$ cat src/rtl/counter_pkg.sv
// counter_pkg: shared state encoding and default widths for the counter blocks
package counter_pkg;
  localparam int DEFAULT_SIZE = 8;
  localparam int DEFAULT_STEP_WIDTH = 4;
  typedef enum logic [1:0] {
    IDLE      = 2'b00,
    UP_BUSY   = 2'b01,
    DOWN_BUSY = 2'b10
  } state_t;
endpackage

$ cat src/rtl/step_bound_alu.sv
// step_bound_alu: one bounded step up or down with wrap/saturate and crossing flags
module step_bound_alu
  import counter_pkg::*;
#(
  parameter int SIZE       = DEFAULT_SIZE,
  parameter int STEP_WIDTH = DEFAULT_STEP_WIDTH
) (
  input  logic [SIZE-1:0]       counter,
  input  logic [STEP_WIDTH-1:0] step,
  input  logic [SIZE-1:0]       limit_low,
  input  logic [SIZE-1:0]       limit_high,
  input  logic                  wrap,
  input  logic                  dir_up,
  output logic [SIZE-1:0]       next_value,
  output logic                  overflow,
  output logic                  underflow
);
  logic [SIZE:0] sum;
  logic [SIZE:0] diff;
  logic          over;
  logic          under;
  // one extra bit holds the carry of the sum and the borrow of the difference
  always_comb begin
    sum        = {1'b0, counter} + (SIZE+1)'(step);
    diff       = {1'b0, counter} - (SIZE+1)'(step);
    over       = sum > {1'b0, limit_high};
    under      = diff[SIZE] || (diff[SIZE-1:0] < limit_low);
    overflow   = dir_up && over;
    underflow  = !dir_up && under;
    next_value = dir_up ? (over  ? (wrap ? limit_low : limit_high) : sum[SIZE-1:0])
                        : (under ? (wrap ? limit_high : limit_low) : diff[SIZE-1:0]);
  end
endmodule

$ cat src/rtl/bounded_step_counter.sv
// bounded_step_counter: handshaked up/down counter with step, bounds, wrap/saturate and load
module bounded_step_counter
  import counter_pkg::*;
#(
  parameter int              SIZE        = DEFAULT_SIZE,
  parameter int              STEP_WIDTH  = DEFAULT_STEP_WIDTH,
  parameter logic [SIZE-1:0] RESET_VALUE = '0
) (
  input  logic                  clock,
  input  logic                  reset,
  input  logic                  up,
  input  logic                  down,
  input  logic                  load,
  input  logic [SIZE-1:0]       data,
  input  logic [STEP_WIDTH-1:0] step,
  input  logic [SIZE-1:0]       limitLow,
  input  logic [SIZE-1:0]       limitHigh,
  input  logic                  wrap,
  output logic                  upAck,
  output logic                  downAck,
  output logic [SIZE-1:0]       counter,
  output logic                  overflow,
  output logic                  underflow,
  output logic                  atHigh,
  output logic                  atLow,
  output logic                  configError
);
  state_t          state;
  state_t          state_next;
  logic            accept_up;
  logic            accept_down;
  logic            apply;
  logic [SIZE-1:0] alu_value;
  logic            alu_ovf;
  logic            alu_udf;
  logic [SIZE-1:0] clamped;
  logic [SIZE-1:0] counter_next;
  logic            ovf_next;
  logic            udf_next;
  assign upAck       = state == UP_BUSY;
  assign downAck     = state == DOWN_BUSY;
  assign atHigh      = counter == limitHigh;
  assign atLow       = counter == limitLow;
  assign configError = limitLow > limitHigh;
  step_bound_alu #(.SIZE(SIZE), .STEP_WIDTH(STEP_WIDTH)) u_alu (
    .counter    (counter),
    .step       (step),
    .limit_low  (limitLow),
    .limit_high (limitHigh),
    .wrap       (wrap),
    .dir_up     (accept_up),
    .next_value (alu_value),
    .overflow   (alu_ovf),
    .underflow  (alu_udf)
  );
  // handshake FSM; arithmetic only on an accepting edge, and load overrides it
  always_comb begin
    accept_up    = (state == IDLE) && up;
    accept_down  = (state == IDLE) && !up && down;
    state_next   = accept_up ? UP_BUSY : accept_down ? DOWN_BUSY
                 : ((state == UP_BUSY && !up) || (state == DOWN_BUSY && !down)) ? IDLE : state;
    apply        = (accept_up || accept_down) && (step != '0) && !configError && !load;
    clamped      = configError ? data : (data < limitLow) ? limitLow
                 : (data > limitHigh) ? limitHigh : data;
    counter_next = load ? clamped : apply ? alu_value : counter;
    ovf_next     = apply && alu_ovf;
    udf_next     = apply && alu_udf;
  end
  // state, value and single-cycle event pulses
  always_ff @(posedge clock or negedge reset) begin
    if (!reset) begin
      state     <= IDLE;
      counter   <= RESET_VALUE;
      overflow  <= 1'b0;
      underflow <= 1'b0;
    end else begin
      state     <= state_next;
      counter   <= counter_next;
      overflow  <= ovf_next;
      underflow <= udf_next;
    end
  end
endmodule

$ cat config.mk
export PLATFORM = sky130hd
export DESIGN_NAME = bounded_step_counter
export DESIGN_NICKNAME = d
export VERILOG_FILES = /design/src/rtl/counter_pkg.sv /design/src/rtl/step_bound_alu.sv /design/src/rtl/bounded_step_counter.sv
export SDC_FILE = /design/constraint.sdc
export NUM_CORES = 1
export LEC_CHECK = 0
export ABC_AREA = 1
export BUFFER_PORTS_ARGS = -buffer_cell sky130_fd_sc_hd__buf_2
export CORE_MARGIN = 3
export CORE_UTILIZATION = 60
export CTS_BUF_LIST = sky130_fd_sc_hd__clkbuf_4
export CTS_CLUSTER_DIAMETER = 60
export CTS_CLUSTER_SIZE = 8
export DETAILED_ROUTE_END_ITERATION = 12
export HOLD_SLACK_MARGIN = 0.05
export PLACE_DENSITY = 0.84
export SETUP_SLACK_MARGIN = 0.2
export SYNTH_ARGS = -nofsm -noshare
export SYNTH_HDL_FRONTEND = slang
export SYNTH_HIERARCHICAL = 1
export SYNTH_SLANG_ARGS = --single-unit
$ cat constraint.sdc
create_clock -name clock -period 3.99 [get_ports clock]
set_input_delay 0.5985 -clock clock [delete_from_list [all_inputs] [get_ports clock]]
set_output_delay 0.5985 -clock clock [all_outputs]
set_load 0.005 [all_outputs]
### Word level (Yosys, flattened, before mapping)

Cells that the tools add are included.

* register bits: 12
* output and inout bits: 15
* word-level logic and storage cells: 52

* $add $sub $neg: 2
* magnitude comparators: 5
* equality and inequality tests: 4
* mux-type cells: 13
* reductions and logical operators: 24

Operator list (number)
* 8-bit two-way mux: 10
* 8-bit == test: 2
* 8-bit > comparator: 2
* 8-bit less-than comparator: 2
* 1-bit logical AND: 12
* 8-bit by 4-bit adder with 9-bit output: 1
* 9-bit by 8-bit > comparator with 1-bit output: 1
* 8-bit by 4-bit subtractor with 9-bit output: 1
* 2-bit two-way mux: 3
* 1-bit logical NOT: 5
* 4-bit nonzero test: 1
* 1-bit logical OR: 3
* 3-bit nonzero test: 1
* 2-bit by 1-bit == test with 1-bit output, second input constant: 1
* 2-bit == test, second input constant: 1
* 2-bit logical NOT: 1
* 2-bit nonzero test: 1

### Depth between registers and ports, before layout

* word-level depth: 9
* mapped depth: 23
* depth with buffers taken out: 23

### Hierarchy

Netlist, hierarchy kept.

Modules (own cells, without submodules)
* bounded_step_counter: times used 1, cells an instance 264, area each 1711.6 µm²
* step_bound_alu: times used 1, cells an instance 283, area each 1517.7 µm²

### Worst setup path before layout

OpenSTA, ideal clock, no wires.

* path type: input port to flip-flop
* start point: input port step[0]
* end point: register counter[3]
* arrival: 2844 ps
* slack: 1022 ps
* cell stages on the path: 18
* path buffers: 0
* cell sequence: ha_1 inv_1 fa_1 nand3_1 nand3_2 nand2_1 inv_1 nor2_1 inv_1 ha_1 nand2_1 o21a_1 nand2_1 nand3_1 nand3_1 nand2_1 o21ai_0 a21oi_2

* cells in the longest elaborated chain, start to end: 7
* elaborated cells on any way between the ends: 15

RTL lines
* from (decl): line bounded_step_counter.sv:15 `input logic [STEP_WIDTH-1:0] step,`
* 8-bit by 4-bit subtractor with 9-bit output: line step_bound_alu.sv:25 `diff = {1'b0, counter} - (SIZE+1)'(step);`
* 8-bit less-than comparator: line step_bound_alu.sv:27 `under = diff[SIZE] || (diff[SIZE-1:0] < limit_low);`
* 1-bit logical OR: line step_bound_alu.sv:27
* 8-bit two-way mux: line step_bound_alu.sv:31 `: (under ? (wrap ? limit_high : limit_low) : diff[SIZE-1:0]);`
* 8-bit two-way mux *: line step_bound_alu.sv:30 `next_value = dir_up ? (over ? (wrap ? limit_low : limit_high) : sum[SIZE-1:0])`
* via alu_value[3]: line bounded_step_counter.sv:33 `logic [SIZE-1:0] alu_value;`
* 8-bit two-way mux * (2 in a row): line bounded_step_counter.sv:65 `counter_next = load ? clamped : apply ? alu_value : counter;`
* to (signal assigned): line bounded_step_counter.sv:78 `counter <= counter_next;`
* to (decl): line bounded_step_counter.sv:21 `output logic [SIZE-1:0] counter,`

The timed path passes the listed nets; every way through them passes the cells marked *. The select of a mux whose other input is x is not followed.
A chain may end at the register's enable or synchronous reset.

### Worst setup path after layout

* start point: register counter[0]
* end point: register counter[7]

* cells in the longest elaborated chain, start to end: 7
* elaborated cells on any way between the ends: 10

RTL lines (line)
* 8-bit by 4-bit subtractor with 9-bit output: step_bound_alu.sv:25
* 8-bit less-than comparator: step_bound_alu.sv:27
* 1-bit logical OR: step_bound_alu.sv:27
* 8-bit two-way mux: step_bound_alu.sv:31
* 8-bit two-way mux *: step_bound_alu.sv:30
* via alu_value[7]: bounded_step_counter.sv:33
* 8-bit two-way mux * (2 in a row): bounded_step_counter.sv:65

Marks and branches as above.

==> summary.md <==
| Metric | Value |
|---|---|
| Post-Syn Nets | `about 630` |
| P per Cell Area | `approximately 440 nW/um^2` |
| Drt drc | `0` |
| Setup WS pre-CTS | `around 0.37 ns` |
| Syn. warnings | `6` |
| Placed cell areas | `about 3500 um^2` |
| Maximum vdd ir drop | `roughly 280 uV` |
| Initial Util | `0.624` |
| EDFF count, synth | `0` |
| CTS Sinks | `12` |
| Fin crit share | `0.885` |
| Initial antenna violation count | `0` |
| CP dominant cell by count | `nand2_1` |
| Clock root cell | `clkbuf_4` |
| CTS tree | `done` |
| Slowest cell on crit path | `dfrtp_1` |
| Die Ht | `a little under 80 um` |
| Clock skew | `just under 0.002 ns` |
| Congestion Overflow GR | `0` |
| Seq/Total Area, Yosys | `0.0930` |
| Post-DP HPWL | `about 7900 um` |
| Yosys cell types | `38` |
| Hold Path Class | `input pin to async pin` |
| Fillers | `between 400 and 500` |
| Slew Limit Fails | `0` |
| Ys async rst share | `1.00` |
| Most common cell in the synthesized netlist | `nand2_1` |
| Slew margin rel. | `0.682` |
| DR iter-0 viols | `~300` |
| Leak pwr | `about 2.1 nW` |
| Fin area | `3530 um^2` |
| Post-route core utilization | `0.682` |
| IO Pins | `between 40 and 50` |
| GP Congestion | `roughly 1.0` |
| CP Launch Type | `register` |
| Synth Register Bits | `12` |
| F_max | `around 0.28 GHz` |
| Site Rows | `26` |
| Worst skew pair latency | `between 0.2 and 0.3 ns` |
| Final setup margin | `0.457 ns` |
| Port-buffer cells | `between 40 and 50` |
| Crit path DAT | `about 3.7 ns` |
| Yosys top cell by area | `ha_1` |
| Die Area | `6300 um^2` |
| Max-cap violations | `0` |
| Area Growth Syn to Fin | `9.18%` |
| Die Wd | `approximately 79 um` |
| Placeable Area | `around 5200 um^2` |
| Final hold slack | `0.193 ns` |
| Total wire length | `roughly 9500 um` |
| Critical path fanouts, max | `10` |
| Clock-pin slew on the worst setup and hold paths | `0.07 ns` |
| Share of the synthesized area in the top cell type | `0.178` |
| Synthesized instance count | `547` |
| Post-CTS sizing | `0` |
| Tightest Pin Transition | `0.477 ns` |
| Critical path capture point type | `register` |
| Post-route insts no fill | `660` |
| Average instance area after synthesis | `a little under 6 um^2` |
| Layout cells sized above 1 | `0.142` |
| Post-route ant nets | `0` |
| Mapped Area | `around 3200 um^2` |
| H-tree levels | `1` |
| Setup violations, final | `0` |
| Bufs and invs on worst path | `4` |
| Setup tns final | `0 ns` |
| GRT Total Usage | `0.309` |
| Synth top cells by count | `nand2_1, inv_1, nand3_1` |
| Worst path cell trace | `inv_1 -> ha_1 -> inv_1 -> fa_1 -> nand3_1 -> nand3_2 -> nand2_1 -> inv_1 -> nor2_1 -> inv_1 -> ha_1 -> nand2_1 -> o21a_1 -> nand2_1 -> nand2_4 -> nand2_1 -> nand3_1 -> nand2_1 -> o21ai_0 -> a21oi_1` |
| Pre-antenna DRT Iters | `5` |
| Post-placement cell count | `657` |
| Status | `completed` |
| # nets final | `roughly 670` |
| RSZ-0062 raised after global routing | `no` |
| # diodes | `0` |
| Worst Path Required | `4.18 ns` |
| Top FF cell, synth | `dfrtp_1` |
| Clk buf depth | `2` |
| First-pass GRT wire length | `roughly 16000 um` |
| Total Power | `around 1.6 mW` |
| Clock buffer count from CTS | `3` |
| Vias in the first global route | `roughly 3400` |
| Via/cell ratio | `roughly 5.7` |
| Critical path class | `register to register` |
| Largest net degree at the start of global routing | `33` |
| Hold_buf cts | `0` |
| Critical path's top delay family | `simple AND/OR/NAND/NOR gates` |
| Fin crit period | `3.53 ns` |
| Postcts setup bufs | `0` |
| Vias | `3734` |
| Final Hold Vio Count | `0` |
| Worst path max stage delay | `approximately 0.47 ns` |
| Synth top area cells | `ha_1, nand2_1, inv_1` |
| Wire length per cell | `roughly 14 um` |
==> final timing paths <==
| check | startpoint | to | slack, ns | cells after the start |
|---|---|---|---|---|
| setup / recovery | counter[0] | counter[7] | 0.46 | 20 |
| max in group asynchronous | reset | state[0] | 3.59 | 1 |
| setup reg to reg | counter[0] | counter[7] | 0.46 | 20 |
| min in group clock | up | state[0] | 0.60 | 3 |
| hold reg to reg | state[0] | state[1] | 0.62 | 2 |
| hold / removal | reset | counter[5] | 0.19 | 1 |
==> registers in the layout, summed over array words and instances (netlist names) <==
signal and cells:
underflow 1, overflow 1, counter 8, state 2
==> layout make-up <==
type	count	area, um^2	share of cell area
Clock buffer	3	22.5	0.00639
Multi-Input combinational cell	419	2460	0.698
Timing Repair Buffer	50	255	0.0724
Tap cell	70	87.6	0.0248
Inverter	106	398	0.113
Sequential cell	12	300	0.0852
==> cells by family (layout without fill, tap and decap cells) <==
| family | after synthesis | in the layout | synth area share |
|---|---|---|---|
| flip-flops | 12 | 12 | 0.0930 |
| AO/OA/AOI/OAI | 63 | 63 | 0.106 |
| AND/OR/NAND/NOR | 290 | 290 | 0.417 |
| adder cells (fa/ha/maj) | 48 | 48 | 0.191 |
| buffers and inverters | 116 | 159 | 0.145 |
| XOR/XNOR | 18 | 18 | 0.0488 |
==> cell usage in the layout, fill, tap and decap left out, types with 9 or more instances in the layout <==
cell type  netlist  final
nand3_1         66     66
dfrtp_1         12     12
ha_1            46     46
buf_2            1     48
o21ai_0         32     32
inv_1          101    101
a21oi_1         22     22
nand2_2         10     10
nand4_1          9      9
nand2_1        153    153
xnor2_1         12     12
nor2_1          27     27
==> report_power, final <==
group | switching [mW] | internal, mW
Combinational | 0.800 | 0.450
Sequential | 0.0775 | 0.157
Clock | 0.0350 | 0.0349
Total | 0.913 | 0.642
==> worst register-to-register path, delay by kind of cell (launching register included) <==
kind | cells | cell delay [ns]
buffers and inverters | 4 | 0.27
AOI/OAI and AO/OA | 3 | 0.47
adders and majority gates | 3 | 0.81
DFF | 1 | 0.47
and+or+nand+nor | 10 | 1.44
==> metal layers <==
layer / part of all wire / wire [um] / GRT usage
met1: 0.42 / 3960 / 0.399
met2: 0.48 / 4600 / 0.535
met3: 0.071 / 673 / 0.0227
met4: 0.031 / 299 / 0.120
met5: 0 / 0 / 0
Power figures use the tool's default switching activity.
